--- config.mk ---
export PLATFORM = sky130hd
export DESIGN_NAME = memoram_dp
export DESIGN_NICKNAME = d
export VERILOG_FILES = /design/src/rtl/memoram_dp.sv
export SDC_FILE = /design/constraint.sdc
export NUM_CORES = 1
export LEC_CHECK = 0
export BUFFER_PORTS_ARGS = -buffer_cell sky130_fd_sc_hd__buf_2
export CAP_MARGIN = 20
export CORE_MARGIN = 8
export CORE_UTILIZATION = 55
export DETAILED_ROUTE_END_ITERATION = 7
export PLACE_DENSITY_LB_ADDON = 0.05
export SLEW_MARGIN = 20
export SYNTH_ARGS = -nofsm -noshare
export SYNTH_HDL_FRONTEND = slang
export SYNTH_SLANG_ARGS = --single-unit
export TNS_END_PERCENT = 20
--- constraint.sdc ---
create_clock -name clock -period 3 [get_ports clock]
set_input_delay 0.6 -clock clock [delete_from_list [all_inputs] [get_ports clock]]
set_output_delay 0.6 -clock clock [all_outputs]
set_load 0.05 [all_outputs]
--- src/rtl/memoram_dp.sv ---
// Dual-port synchronous RAM (port A read/write, port B read-only) with registered outputs
// and a post-reset clear sequencer. Optional parity storage/checking via MEMORAM_DP_PARITY_EN.
module memoram_dp #(
  parameter int DATA_W         = 16,
  parameter int ADDR_W         = 6,
  parameter int RDW_MODE       = 0,
  parameter int CLEAR_ON_RESET = 1
) (
  input  logic              clock,
  input  logic              reset,
  input  logic [ADDR_W-1:0] address_a,
  input  logic [DATA_W-1:0] data_a,
  input  logic              wren_a,
  input  logic              rden_a,
  output logic [DATA_W-1:0] q_a,
  input  logic [ADDR_W-1:0] address_b,
  input  logic              rden_b,
  output logic [DATA_W-1:0] q_b,
`ifdef MEMORAM_DP_PARITY_EN
  input  logic              perr_inject,
  output logic              perr_a,
  output logic              perr_b,
`endif
  output logic              busy
);

  localparam int DEPTH = 2 ** ADDR_W;
`ifdef MEMORAM_DP_PARITY_EN
  localparam int MEM_W = DATA_W + 1;
`else
  localparam int MEM_W = DATA_W;
`endif
  localparam logic [ADDR_W:0] CLR_END = (ADDR_W + 1)'(DEPTH - 1);

  typedef enum logic [0:0] {
    ST_IDLE  = 1'b0,
    ST_CLEAR = 1'b1
  } state_t;

  // state is kept as a named signal so checkers can bind to it directly.
  state_t          state;
  state_t          state_next;
  logic [ADDR_W:0] clr_addr;
  logic [ADDR_W:0] clr_addr_next;
  logic            clr_last;
  logic            active;
  logic            clr_en;
  logic            wr_en;
  logic            fwd_a;
  logic            fwd_b;
  logic [MEM_W-1:0] wr_word;
  logic [MEM_W-1:0] rd_word_a;
  logic [MEM_W-1:0] rd_word_b;
  logic [MEM_W-1:0] mem [DEPTH];

  always_ff @(posedge clock) begin
    if (reset) begin
      state    <= (CLEAR_ON_RESET != 0) ? ST_CLEAR : ST_IDLE;
      clr_addr <= '0;
    end else begin
      state    <= state_next;
      clr_addr <= clr_addr_next;
    end
  end

  assign clr_last = (clr_addr == CLR_END);

  always_comb begin
    state_next    = state;
    clr_addr_next = clr_addr;
    case (state)
      ST_CLEAR: begin
        if (clr_last) begin
          state_next    = ST_IDLE;
          clr_addr_next = '0;
        end else begin
          clr_addr_next = clr_addr + 1'b1;
        end
      end
      default: begin
        state_next    = ST_IDLE;
        clr_addr_next = clr_addr;
      end
    endcase
  end

  assign busy   = (state == ST_CLEAR);
  assign active = !reset && !busy;
  assign clr_en = !reset && busy;
  assign wr_en  = active && wren_a;

`ifdef MEMORAM_DP_PARITY_EN
  // Stored bit makes the word even parity; inject flips it to model a corrupted cell.
  assign wr_word = {(^data_a) ^ perr_inject, data_a};
`else
  assign wr_word = data_a;
`endif

  always_ff @(posedge clock) begin
    if (clr_en) begin
      mem[clr_addr[ADDR_W-1:0]] <= '0;
    end else if (wr_en) begin
      mem[address_a] <= wr_word;
    end
  end

  assign rd_word_a = mem[address_a];
  assign rd_word_b = mem[address_b];
  // Forwarding only matters when the same-cycle write hits the word being read.
  assign fwd_a = (RDW_MODE != 0) && wren_a;
  assign fwd_b = (RDW_MODE != 0) && wren_a && (address_b == address_a);

  always_ff @(posedge clock) begin
    if (reset || busy) begin
      q_a <= '0;
      q_b <= '0;
    end else begin
      if (rden_a) q_a <= fwd_a ? data_a : rd_word_a[DATA_W-1:0];
      if (rden_b) q_b <= fwd_b ? data_a : rd_word_b[DATA_W-1:0];
    end
  end

`ifdef MEMORAM_DP_PARITY_EN
  always_ff @(posedge clock) begin
    if (reset || busy) begin
      perr_a <= 1'b0;
      perr_b <= 1'b0;
    end else begin
      if (rden_a) perr_a <= fwd_a ? 1'b0 : (rd_word_a[DATA_W] != ^rd_word_a[DATA_W-1:0]);
      if (rden_b) perr_b <= fwd_b ? 1'b0 : (rd_word_b[DATA_W] != ^rd_word_b[DATA_W-1:0]);
    end
  end
`endif

endmodule

# Word level (Yosys, flattened, before mapping)
# Memories as Yosys holds them, arrays and structs flattened. A register that Yosys moved wholly into a read port is not among the register bits.
# Cells that the tools add are included.
[totals]
reg_bits = 8
out_inout_bits = 33
n_memories = 1
ramBits = 1024
elab_cells = 23
[op_classes]
n_mux = 11
n_eq_ne = 1
add_sub_neg = 1
reduce_logical = 7
[memory_table]
columns = ["name", "words", "width", "read_ports", "rd_ports_with_merged_regs", "wr", "line_no", "rtl"]
rows = [
  ["mem", 64, 16, 2, 2, 1, "54", "logic [MEM_W-1:0] mem [DEPTH];"],
]
[op_table]
columns = ["operator", "count"]
rows = [
  ["$mux 16", 1],
  ["$reduce_or 16->1", 1],
  ["$mux 1", 8],
  ["$add 7x1->7 const B", 1],
  ["$eq 7x6->1 const B", 1],
  ["$mux 7", 1],
  ["$mux 6", 1],
  ["$logic_and 1x1->1", 3],
  ["$logic_not 1->1", 2],
  ["$logic_or 1x1->1", 1],
]

# Depth between registers and ports, before layout
[logic_depth]
word_depth = 8
mapped_depth = 9

# Worst setup path before layout
# No wires, ideal clock.
[synth_path]
path_type = "register -> register"
startpoint = "register state (netlist: busy)"
endpoint = "memory mem[0][10] (netlist bit) (data pin)"
t_required_ns = 2.633
setup_time_ns = 0.367
arrival_time_ns = 2.461
setup_slack_ns = 0.172
stages_incl_launch_ff = 7
synth_period_minus_slack_ns = 2.828
path_cell_list = "dfxtp_1 -> clkbuf_1 -> nor3b_1 -> buf_2 -> buf_2 -> clkbuf_1 -> and2_1"
[synth_between]
elab_chain_cells = 8
word_cells_on_any_way = 9
cone_classes = "mux: 4; reduce/logical: 5"
[synth_lines]
columns = ["element", "line_no", "rtl"]
rows = [
  ["start, declared", "41", "state_t state;"],
  ["start signal, assigned", "58", "state <= (CLEAR_ON_RESET != 0) ? ST_CLEAR : ST_IDLE;"],
  ["start signal, assigned", "61", "state <= state_next;"],
  ["$logic_not 1->1", "88", "assign active = !reset && !busy;"],
  ["$logic_and 1x1->1", "88", ""],
  ["$logic_and 1x1->1", "90", "assign wr_en = active && wren_a;"],
  ["$mux 1", "102", "end else if (wr_en) begin"],
  ["$mux 1 *", "100", "if (clr_en) begin"],
  ["$mux 1 (not written as such) *", "103", "mem[address_a] <= wr_word;"],
  ["$reduce_or 16->1 (no line) *", "n/a", ""],
  ["$mux 16 (no line) *", "n/a", ""],
  ["end, declared", "54", ""],
]
# Every way passes the cells marked *; elsewhere a longest branch is shown, timed or not.

# Worst setup path after layout
[layout_path]
startpoint = "register state (netlist: busy)"
endpoint = "memory mem[23][5] (netlist bit), enable pin"
[layout_between]
elab_chain_cells = 8
word_cells_on_any_way = 12
cone_classes = "mux: 7; reduce/logical: 5"
[layout_lines]
columns = ["element", "line_no"]
rows = [
  ["$logic_not 1->1", "88"],
  ["$logic_and 1x1->1", "88"],
  ["$logic_and 1x1->1", "90"],
  ["$mux 1", "102"],
  ["$mux 1", "100"],
  ["$mux 1 (not written as such)", "103"],
  ["$reduce_or 16->1 (no line)", "n/a"],
  ["$mux 6 (no line) or $mux 1 (tied branches)", "n/a"],
]
# Several ways; a longest one is shown, not always the timed one.

==> summary.md <==
| Metric | Value |
|---|---|
| Floorplan die area | 99300 um^2 |
| VDD IR max | 0.466 mV |
| Via density per instance | 7.17 |
| Gpl congestion | 0.969 |
| Crit Path Class | reg2reg |
| Ys async rst share | 0% |
| Critical Path Start Type | register |
| Critical path cell sequence | nor3b_2 > buf_4 > mux2_2 > nand2_1 > buf_12 > nor2_2 |
| Count of warnings emitted by yosys | 0 |
| Mean instance size in the synthesized netlist | 16.9 um^2 |
| Net Count, Synth | 2943 |
| Number of DRC violations after detailed-routing iteration 0 | 4457 |
| Detailed-route wire length per cell | 37.3 um |
| Area Overhead vs Synth | 18.0% |
| Initial Utilization | 55.6% |
| Cell area after technology mapping | 49200 um^2 |
| Fin crit share | 101% |
| Final hold violation count | 0 |
| Final-stage net count | 3235 |
| Cell types with the highest counts after synthesis | edfxtp_1, mux2i_1, a22oi_1 |
| Highest-delay cell along the critical path | nor2_2 |
| Die span in y | 315 um |
| Clock slew at reported path FFs | 60 ps |
| Type of the tightest min-delay check | in2reg |
| Number of violations of the max-capacitance limit | 0 |
| Clock Tree Root | clkbuf_16 |
| Layout cell share with drive strength beyond 1 | 28.6% |
| Power density relative to cell area | 554 nW/um^2 |
| Final sum of negative setup slack | -651 ps |
| Total wire length | 166 mm |
| Longest Clk Path Bufs | 3 |
| Leakage power total | 21.3 nW |
| Final Power | 0.0322 W |
| Boundary pin count | 66 |
| Violated checks | negative setup slack |
| CTS hold repair buffers | 0 |
| Hold Slack | 308 ps |
| RSZ-0062 raised after global routing | yes |
| Cell accounting for the most synthesized area | edfxtp_1 |
| Gate Count Post-Synth | 2909 |
| Max H-tree Level | 3 |
| Library cell with the highest instance count after synthesis | edfxtp_1 |
| Flip-flop cell with the highest count after synthesis | edfxtp_1 |
| Routed vias | 31979 |
| Worst slew margin relative to its limit | 26.5% |
| Wire length of the first global-routing pass | 234 mm |
| # clock sinks | 1064 |
| Top area cells in the synthesized netlist | edfxtp_1, mux4_2, mux2i_1 |
| Slowest Stage Delay on Critical Path | 820 ps |
| Final WS setup | -41.4 ps |
| Vias in the first global route | 31701 |
| Remaining number of nets flagged by the antenna check after routing | 0 |
| Number of port buffers | 65 |
| Count of flip-flops with a built-in enable after synthesis | 1024 |
| Number of standard-cell rows in the floorplan | 109 |
| Remaining design rule violation count | 0 |
| Largest net degree at the start of global routing | 65 |
| Drt first pass iters | 6 |
| Initial antenna violation count | 8 |
| Number of clock buffers inserted by TritonCTS | 110 |
| Worst path required time | 3290 ps |
| Proportion of netlist area held by the largest area contributor | 62.5% |
| Largest fanout on the critical path | 16 |
| CTS tree | built |
| Run status | finished, violations left |
| Post-placement setup slack | -453 ps |
| Highest Clock Rate | 329 MHz |
| Later-pin clock latency in the skew report | 680 ps |
| Actual transition at the worst max-transition pin | 1100 ps |
| Count of final max-slew check failures | 0 |
| Largest delay share family, worst path | simple AND/OR/NAND/NOR gates |
| HPWL after detailed placement | 113 mm |
| CORE AREA | 88500 um^2 |
| Post-synthesis sequential area ratio | 64.1% |
| Category of the worst setup path capture point | register |
| Minimum clock period | 3040 ps |
| Buffers plus inverters on the worst setup path | 2 |
| Total gr overflow | 0 |
| CP Data Arrival Time | 3330 ps |
| Number of synthesized register bits | 1064 |
| Setup Skew | 18.0 ps |
| Width of the chip | 315 um |
| Total track usage | 33.1% |
| Count of distinct cell types in the synthesized netlist | 41 |
| Final setup vio count | 32 |
[registers in the layout, indices dropped and copies added, names as in the netlist]
signal    flops
mem        1024
q_a          16
q_b          16
clr_addr      7
busy          1
[layout by cell type (no fill, tap or decap), drive strengths merged, types with 9 or more instances in the layout]
master / synthesis / layout
nor2: 79 / 79
nand2: 27 / 27
clkinv: 0 / 42
a22oi: 384 / 384
bufinv: 0 / 10
mux2i: 515 / 515
a211o: 32 / 32
mux4: 256 / 256
nand3: 135 / 135
and2: 18 / 18
a41oi: 32 / 32
nand4: 34 / 34
nor4b: 34 / 34
clkinvlp: 0 / 9
dfxtp: 40 / 40
clkbuf: 119 / 144
buf: 120 / 419
edfxtp: 1024 / 1024
[routing by layer]
layer | global-route usage [%] | share of wire (%) | vias to the layer above
li1 | - | - | 12823
met4 | 13.9 | 5.0 | 8
met1 | 44.5 | 37 | 16536
met2 | 52.0 | 46 | 2210
met5 | 0 | 0.037 | -
met3 | 8.11 | 11 | 402
[logic make-up after synthesis]
| group | Yosys count | share of synthesized area [%] |
|---|---|---|
| flip-flops | 1064 | 64.1 |
| XOR/XNOR | 2 | 0.0356 |
| AO/OA/AOI/OAI | 470 | 7.28 |
| AND/OR/NAND/NOR | 360 | 3.91 |
| buffers and inverters | 240 | 2.40 |
| multiplexers | 772 | 22.2 |
| adder cells (fa/ha/maj) | 1 | 0.0254 |
[repair_timing]
| item | in CTS | in global routing |
|---|---|---|
| gates resized for setup | 2 | 4 |
| endpoints found under the setup margin | 105 | 96 |
| setup buffers | 0 | 0 |
| pin swaps | 0 | 0 |
[path summary, 6_finish.rpt]
path	slack [ps]	depth (start not counted)	endpoint	startpoint
setup / recovery	-40	6	mem[23][5]	busy
hold / removal	310	3	clr_addr[1]	reset
setup reg to reg	-40	6	mem[23][5]	busy
hold reg to reg	480	1	clr_addr[6]	clr_addr[6]
[power by group]
group	internal [W]	total [W]	switching, W
logic	0.000977	0.00241	0.00143
registers	0.0161	0.0161	0.0000299
clock network	0.00798	0.0137	0.00568
[layout make-up]
cell class	count	area, um^2
flip-flops and latches	1064	31600
repair buffers	419	4620
inverters	1	3.75
fillers	5989	30500
clock buffers	144	3050
diodes	1	2.50
clock inverters	61	561
well taps	1165	1460
multi-input cells	1605	16800
[tightest hold or removal path: stages]
cell and delay (ps):
buf_2 100, buf_4 180, a21oi_1 60
[stage by stage]
stage	instance area, um^2	utilization [%]	std cells
after floorplan	49200	-	2909
after global placement	54400	61.4	4252
after detailed placement	54400	61.4	4253
after CTS	58000	65.5	4458
after global routing	58000	65.6	4459
final	58000	65.6	4460
No activity file was read; power rests on OpenSTA's default activity.
